## config.mk

```make
export PLATFORM = sky130hd
export DESIGN_NAME = mm_line_responder
export DESIGN_NICKNAME = d
export VERILOG_FILES = /design/src/rtl/mm_resp_pkg.sv /design/src/rtl/mm_cap_buf.sv /design/src/rtl/mm_line_responder.sv
export SDC_FILE = /design/constraint.sdc
export NUM_CORES = 1
export LEC_CHECK = 0
export ABC_AREA = 1
export CAP_MARGIN = 25
export CORE_AREA = 4 4 451 453
export CTS_BUF_LIST = sky130_fd_sc_hd__clkbuf_8
export DETAILED_ROUTE_END_ITERATION = 16
export DIE_AREA = 0 0 455 457
export GPL_TIMING_DRIVEN = 0
export PLACE_DENSITY_LB_ADDON = 0.08
export SETUP_SLACK_MARGIN = 0.05
export SLEW_MARGIN = 20
export SYNTH_ARGS = -nofsm -noshare
export SYNTH_HDL_FRONTEND = slang
export SYNTH_SLANG_ARGS = --single-unit
```

## constraint.sdc

```tcl
create_clock -name clk -period 23.7 [get_ports clk]
set_clock_uncertainty 0.05 [all_clocks]
set_input_delay 5.925 -clock clk [delete_from_list [all_inputs] [get_ports clk]]
set_output_delay 5.925 -clock clk [all_outputs]
set_load 0.01 [all_outputs]
```

## src/rtl/mm_resp_pkg.sv

```systemverilog
// Shared types and constants for the main-memory line responder.
package mm_resp_pkg;

  localparam int unsigned LINE_BYTES = 32;
  localparam int unsigned OFFSET_W   = $clog2(LINE_BYTES);
  localparam int unsigned LAT_CNT_W  = 4;

  typedef enum logic [1:0] {
    StIdle,
    StRdWait,
    StWrWait,
    StResp
  } state_e;

endpackage

```

## src/rtl/mm_cap_buf.sv

```systemverilog
// Capture buffer of accepted writes: {byte address, data word 0} per entry,
// with fill count, sticky overflow and clear.
module mm_cap_buf
  import mm_resp_pkg::*;
#(
  parameter int unsigned CAP_DEPTH = 16,
  localparam int unsigned IDX_W = $clog2(CAP_DEPTH),
  localparam int unsigned CNT_W = IDX_W + 1
) (
  input  logic             clk,
  input  logic             reset,
  input  logic             cap_en,
  input  logic [31:0]      wr_addr,
  input  logic [31:0]      wr_data,
  input  logic             clear,
  input  logic [IDX_W-1:0] rd_idx,
  output logic [31:0]      rd_addr,
  output logic [31:0]      rd_data,
  output logic [CNT_W-1:0] count,
  output logic             full,
  output logic             overflow
);

  logic [63:0]      mem_q [CAP_DEPTH];
  logic [CNT_W-1:0] count_q;
  logic             overflow_q;
  logic [IDX_W-1:0] wr_idx;
  logic             wr_en;

  assign full = (count_q == CNT_W'(CAP_DEPTH));

  // A clear in the same cycle as a capture restarts the buffer with that capture in slot 0.
  assign wr_idx = clear ? '0 : count_q[IDX_W-1:0];
  assign wr_en  = cap_en && (clear || !full);

  always_ff @(posedge clk) begin
    if (reset) begin
      count_q    <= '0;
      overflow_q <= 1'b0;
    end else if (clear) begin
      count_q    <= cap_en ? CNT_W'(1) : '0;
      overflow_q <= 1'b0;
    end else if (cap_en) begin
      if (full) begin
        overflow_q <= 1'b1;
      end else begin
        count_q <= count_q + CNT_W'(1);
      end
    end
  end

  always_ff @(posedge clk) begin
    if (!reset && wr_en) begin
      mem_q[wr_idx] <= {wr_addr, wr_data};
    end
  end

  assign rd_addr  = mem_q[rd_idx][63:32];
  assign rd_data  = mem_q[rd_idx][31:0];
  assign count    = count_q;
  assign overflow = overflow_q;

endmodule

```

## src/rtl/mm_line_responder.sv

```systemverilog
// Main-memory line responder: one request at a time, fixed read/write latency,
// valid/ready response channel, and a capture log of accepted writes.
module mm_line_responder
  import mm_resp_pkg::*;
#(
  parameter int unsigned ADDR_W    = 26,
  parameter int unsigned LINE_W    = 256,
  parameter int unsigned RD_LAT    = 4,
  parameter int unsigned WR_LAT    = 2,
  parameter int unsigned CAP_DEPTH = 16
) (
  input  logic                         clk,
  input  logic                         reset,
  input  logic                         req_valid,
  output logic                         req_ready,
  input  logic                         req_wr,
  input  logic [ADDR_W-1:0]            req_addr,
  input  logic [LINE_W-1:0]            req_wd,
  output logic                         rsp_valid,
  input  logic                         rsp_ready,
  output logic                         rsp_wr,
  output logic [LINE_W-1:0]            rsp_rd,
  output logic                         mem_en,
  output logic                         mem_we,
  output logic [ADDR_W-1:0]            mem_addr,
  output logic [LINE_W-1:0]            mem_wd,
  input  logic [LINE_W-1:0]            mem_rd,
  input  logic [$clog2(CAP_DEPTH)-1:0] cap_idx,
  output logic [31:0]                  cap_addr,
  output logic [31:0]                  cap_data,
  output logic [$clog2(CAP_DEPTH):0]   cap_count,
  output logic                         cap_overflow,
  input  logic                         cap_clear
);

  localparam int unsigned BYTE_W = ADDR_W + OFFSET_W;
  localparam logic [LAT_CNT_W-1:0] RdLoad = LAT_CNT_W'(RD_LAT - 1);
  localparam logic [LAT_CNT_W-1:0] WrLoad = LAT_CNT_W'(WR_LAT - 1);

  state_e                 state_q, state_d;
  logic [LAT_CNT_W-1:0]   cnt_q, cnt_d;
  logic [ADDR_W-1:0]      addr_q, addr_d;
  logic [LINE_W-1:0]      wd_q, wd_d;
  logic [LINE_W-1:0]      rsp_rd_q, rsp_rd_d;
  logic                   rsp_wr_q, rsp_wr_d;
  logic                   mem_en_c, mem_we_c;
  logic                   accept;
  logic                   cap_full;
  logic [BYTE_W-1:0]      byte_full;
  logic [31:0]            cap_byte_addr;

  assign req_ready = (state_q == StIdle);
  assign accept    = req_valid && req_ready;

  always_comb begin
    state_d  = state_q;
    cnt_d    = cnt_q;
    addr_d   = addr_q;
    wd_d     = wd_q;
    rsp_rd_d = rsp_rd_q;
    rsp_wr_d = rsp_wr_q;
    mem_en_c = 1'b0;
    mem_we_c = 1'b0;
    unique case (state_q)
      StIdle: begin
        if (req_valid) begin
          addr_d = req_addr;
          wd_d   = req_wd;
          if (req_wr) begin
            state_d = StWrWait;
            cnt_d   = WrLoad;
          end else begin
            state_d = StRdWait;
            cnt_d   = RdLoad;
          end
        end
      end
      StRdWait: begin
        // RAM read issued one cycle before the counter expires; its data is valid at expiry.
        mem_en_c = (cnt_q == LAT_CNT_W'(1));
        if (cnt_q == '0) begin
          rsp_rd_d = mem_rd;
          rsp_wr_d = 1'b0;
          state_d  = StResp;
        end else begin
          cnt_d = cnt_q - LAT_CNT_W'(1);
        end
      end
      StWrWait: begin
        // Counter still at its load value only in the first cycle after accept.
        mem_en_c = (cnt_q == WrLoad);
        mem_we_c = (cnt_q == WrLoad);
        if (cnt_q == '0) begin
          rsp_rd_d = '0;
          rsp_wr_d = 1'b1;
          state_d  = StResp;
        end else begin
          cnt_d = cnt_q - LAT_CNT_W'(1);
        end
      end
      StResp: begin
        if (rsp_ready) begin
          state_d = StIdle;
        end
      end
      default: begin
        state_d = StIdle;
      end
    endcase
  end

  always_ff @(posedge clk) begin
    if (reset) begin
      state_q  <= StIdle;
      cnt_q    <= '0;
      rsp_rd_q <= '0;
      rsp_wr_q <= 1'b0;
    end else begin
      state_q  <= state_d;
      cnt_q    <= cnt_d;
      rsp_rd_q <= rsp_rd_d;
      rsp_wr_q <= rsp_wr_d;
    end
  end

  always_ff @(posedge clk) begin
    addr_q <= addr_d;
    wd_q   <= wd_d;
  end

  // Gating by reset stops a RAM access in the very cycle reset is applied.
  assign mem_en    = mem_en_c && !reset;
  assign mem_we    = mem_we_c && !reset;
  assign mem_addr  = addr_q;
  assign mem_wd    = wd_q;
  assign rsp_valid = (state_q == StResp);
  assign rsp_wr    = rsp_wr_q;
  assign rsp_rd    = rsp_rd_q;

  assign byte_full = {req_addr, {OFFSET_W{1'b0}}};

  if (BYTE_W >= 32) begin : gen_addr_trunc
    assign cap_byte_addr = byte_full[31:0];
  end else begin : gen_addr_ext
    assign cap_byte_addr = {{(32 - BYTE_W){1'b0}}, byte_full};
  end

  mm_cap_buf #(
    .CAP_DEPTH (CAP_DEPTH)
  ) u_cap_buf (
    .clk      (clk),
    .reset    (reset),
    .cap_en   (accept && req_wr),
    .wr_addr  (cap_byte_addr),
    .wr_data  (req_wd[31:0]),
    .clear    (cap_clear),
    .rd_idx   (cap_idx),
    .rd_addr  (cap_addr),
    .rd_data  (cap_data),
    .count    (cap_count),
    .full     (cap_full),
    .overflow (cap_overflow)
  );

  logic unused_full;
  assign unused_full = cap_full;

endmodule

```

==> summary.txt <==
Worst setup path
  • Top cell by count, worst path: clkbuf_1
  • WP data arrival: 9250 ps
  • Crit path from: cap_idx[3]
  • Slowest CP cell: clkdlybuf4s50_1
  • RR Endpoint: u_cap_buf.mem_q[0][15]
  • Worst Setup Path Type: in2out
  • WP data required: 17730 ps
  • Crit path depth: 7
  • Worst Reg-to-Reg Cells: 11
  • Top fanout value on the critical path: 10
  • Reg2reg start: state_q[1]
  • Cell family with most CP delay: buffers and inverters
  • Reg2Reg Setup Slack: 20220 ps
  • Crit end category: output port
  • Buf/Inv on CP: 5
  • Startpoint types: primary input
  • CP cell instances: clkbuf_1 -> inv_1 -> clkbuf_1 -> buf_2 -> nand3_1 -> nand2_1 -> clkdlybuf4s50_1
  • Slowest cell delay on critical path: 770 ps
  • Crit path to: cap_addr[20]

Timing
  • Fin crit share: 0.642
  • F_max: 65.7 MHz
  • RSZ-0062 raised after global routing: no
  • Sum of negative setup slack: 0 ps
  • Worst rel slew slack: 0.258
  • Final hold viol count: 0
  • Tmin final: 15230 ps
  • Worst slew pin tran: 1110 ps
  • Setup violators final: 0
  • Setup ws final: 8470 ps
  • Max-slew violation count: 0

Floorplanning
  • Full die area: 0.208 mm²
  • Die height: 457 µm
  • Number of cell rows: 164
  • Core Region: 0.199 mm²
  • Die width: 455 µm
  • Initial Util: 0.302
  • I/O pins: 1161

GRT
  • Met1 Use GR: 0.391
  • Met3 Use GR: 0.0630
  • GRT busiest layer: met2
  • Pin count of the biggest net entering global routing: 88
  • First-pass GRT wire length: 394000 µm
  • Gr ovfl total: 0
  • GR Util met2: 0.426
  • Number of global-route vias before repair: 44.6k
  • Gr usage total: 0.278
  • Initial antenna violation count: 73

Routing
  • WL per Instance: 29.9 µm
  • ANT nets after route: 0
  • # DRC: 0
  • Drt total wl: 300000 µm
  • Iter 0 DRT Violations: 4862
  • Via count: 48.0k
  • Vias/cell: 4.79
  • First-pass iteration count of the detailed router: 6

Clock tree
  • Clock Sinks: 1479
  • Reg clk slew, reported paths: 50 ps
  • Setup Fix Bufs, Post-CTS: 0
  • Clk_lat worst skew: 1030 ps
  • Clock tree buffer depth: 4
  • Post-CTS sizing: 0
  • Hold_buf cts: 0
  • TritonCTS clock tree: built
  • H-tree levels: 5
  • Root Driver: clkbuf_8
  • Cts bufs inserted: 294

Yosys
  • Distinct cells, synth: 27
  • Synth Instances: 5622
  • FF+latch count, synth: 1479
  • Syn_area_per_cell: 10.7 µm²
  • YS warnings: 0
  • Register area share after synthesis: 0.694
  • Synthesized area: 0.0601 mm²
  • Async set or reset register ratio after synthesis: 0
  • Main synth FF type: edfxtp_1
  • Number of synthesized flops with an enable pin: 1210

Power and ir drop
  • Combinational power share: 0.294
  • Power per Cell Area: 101 mW/mm²
  • Total power: 8.22 mW
  • Seq pwr share: 0.418
  • Clock power share: 0.288
  • Switch Pwr: 2.90 mW
  • Sw frac: 0.353
  • Leakage: 32.7 nW
  • Power Internal: 5.32 mW
  • Worst VDD drop: 0.0494 mV

Cells and area
  • Non-Filler Instances: 10.0k
  • Filler cells: 19.3k
  • Share of layout cells above drive strength 1: 0.0930
  • Layout Nets: 7690
  • Synth-to-Final Area Change: 35.9%

Placement
  • I/O Buffers: 1150
  • Routability cong.: 0.947
  • Dpl ws: 8370 ps
  • Hpwl dp: 231000 µm
  • DP Cell Count: 9491

Run
  • Max Cap Viol: 0

Min path
  • Hold crit path type: reg2reg

Status
  • Status: complete, no violations
==> final cells by class <==
class,instances,area (µm²),share of cell area
Sequential cell,1479,41700,0.511
Multi-Input combinational cell,3080,14000,0.171
Timing Repair Buffer,1210,12900,0.158
Clock buffer,312,4290,0.0526
Tap cell,2656,3320,0.0407
Inverter,728,2740,0.0335
Buffer,340,1840,0.0225
Clock inverter,188,798,0.00977
Antenna cell,33,82.6,0.00101
==> synthesized netlist by cell type, drive strengths merged (3+ instances only) <==
master,number,share of area
nor3,3,0.00025
dfxtp,269,0.090
inv,726,0.045
o21ai,8,0.00067
nand2,1780,0.11
clkbuf,65,0.0041
ha,9,0.0019
nand3,707,0.059
buf,275,0.026
nand3b,257,0.032
nand4,3,0.00031
edfxtp,1210,0.60
a21oi,262,0.022
nor2,42,0.0027
==> sequential cells by signal, summed over array words and instances (netlist names) <==
signal              count
cnt_q                   4
mem_addr               26
mem_wd                256
rsp_rd                256
rsp_wr                  1
state_q                 2
u_cap_buf.count         5
u_cap_buf.mem_q       928
u_cap_buf.overflow      1
==> layout by cell type (no fill, tap or decap), types with 9 or more instances in the layout <==
| master | instances |
|---|---|
| nand2_1 | 1777 |
| edfxtp_1 | 1210 |
| clkdlybuf4s50_1 | 1150 |
| inv_1 | 823 |
| nand3_1 | 707 |
| clkbuf_8 | 312 |
| dfxtp_1 | 269 |
| a21oi_1 | 262 |
| nand3b_1 | 257 |
| buf_2 | 203 |
| clkbuf_1 | 64 |
| clkinv_1 | 58 |
| diode_2 | 33 |
| buf_16 | 30 |
| buf_6 | 28 |
| buf_12 | 26 |
| nor2_1 | 25 |
| buf_1 | 22 |
| clkinv_2 | 22 |
| buf_4 | 21 |
| nor2_4 | 16 |
| ha_1 | 9 |
==> kinds of logic (layout without fill, tap and decap cells) <==
kind of cell | Yosys count | in the layout | share of synthesized area
compound gates | 271 | 271 | 0.0226
fa+ha+maj | 9 | 9 | 0.00187
buf+inv | 1068 | 2778 | 0.0759
flops | 1479 | 1479 | 0.694
other cells | 1 | 39 | 0.0000624
simple gates | 2794 | 2794 | 0.206
==> power groups by stage <==
stage / registers (mW) / logic [mW] / clock network (mW)
after floorplan: 3.52 / 0.808 / 0
after global placement: 3.53 / 2.38 / 0
after detailed placement: 3.47 / 2.40 / 0
after CTS: 3.42 / 2.41 / 2.43
after global routing: 3.45 / 2.53 / 2.54
final: 3.43 / 2.42 / 2.36
==> per-stage QoR <==
step / util / hold WS [ps] / cell area (µm²)
floorplan: - / 433 / 60100
global placement: 0.376 / 398 / 75000
detailed placement: 0.384 / 402 / 76500
CTS: 0.409 / 411 / 81600
global route: 0.410 / 421 / 81600
finish: 0.410 / 411 / 81700
==> worst min path at each step <==
stage,from,endpoint,cells after the start
5_1_grt,rsp_rd[103],rsp_rd[103],2
6_report,rsp_rd[171],rsp_rd[171],2
3_3_place_gp,rsp_rd[185],rsp_rd[185],2
2_1_floorplan,rsp_rd[104],rsp_rd[104],2
3_5_place_dp,rsp_rd[204],rsp_rd[204],2
4_1_cts,rsp_rd[204],rsp_rd[204],2
==> tightest hold or removal path, stage by stage (launching register included) <==
cell and delay (ps):
dfxtp_1 300, nand2_1 60, a21oi_1 50
==> per-layer routing <==
layer | vias to the layer above | share of wire
li1 | 21600 | -
met1 | 23900 | 0.45
met2 | 2046 | 0.44
met3 | 447 | 0.080
met4 | 2 | 0.030
met5 | - | 0.000043
Power figures use the tool's default switching activity.
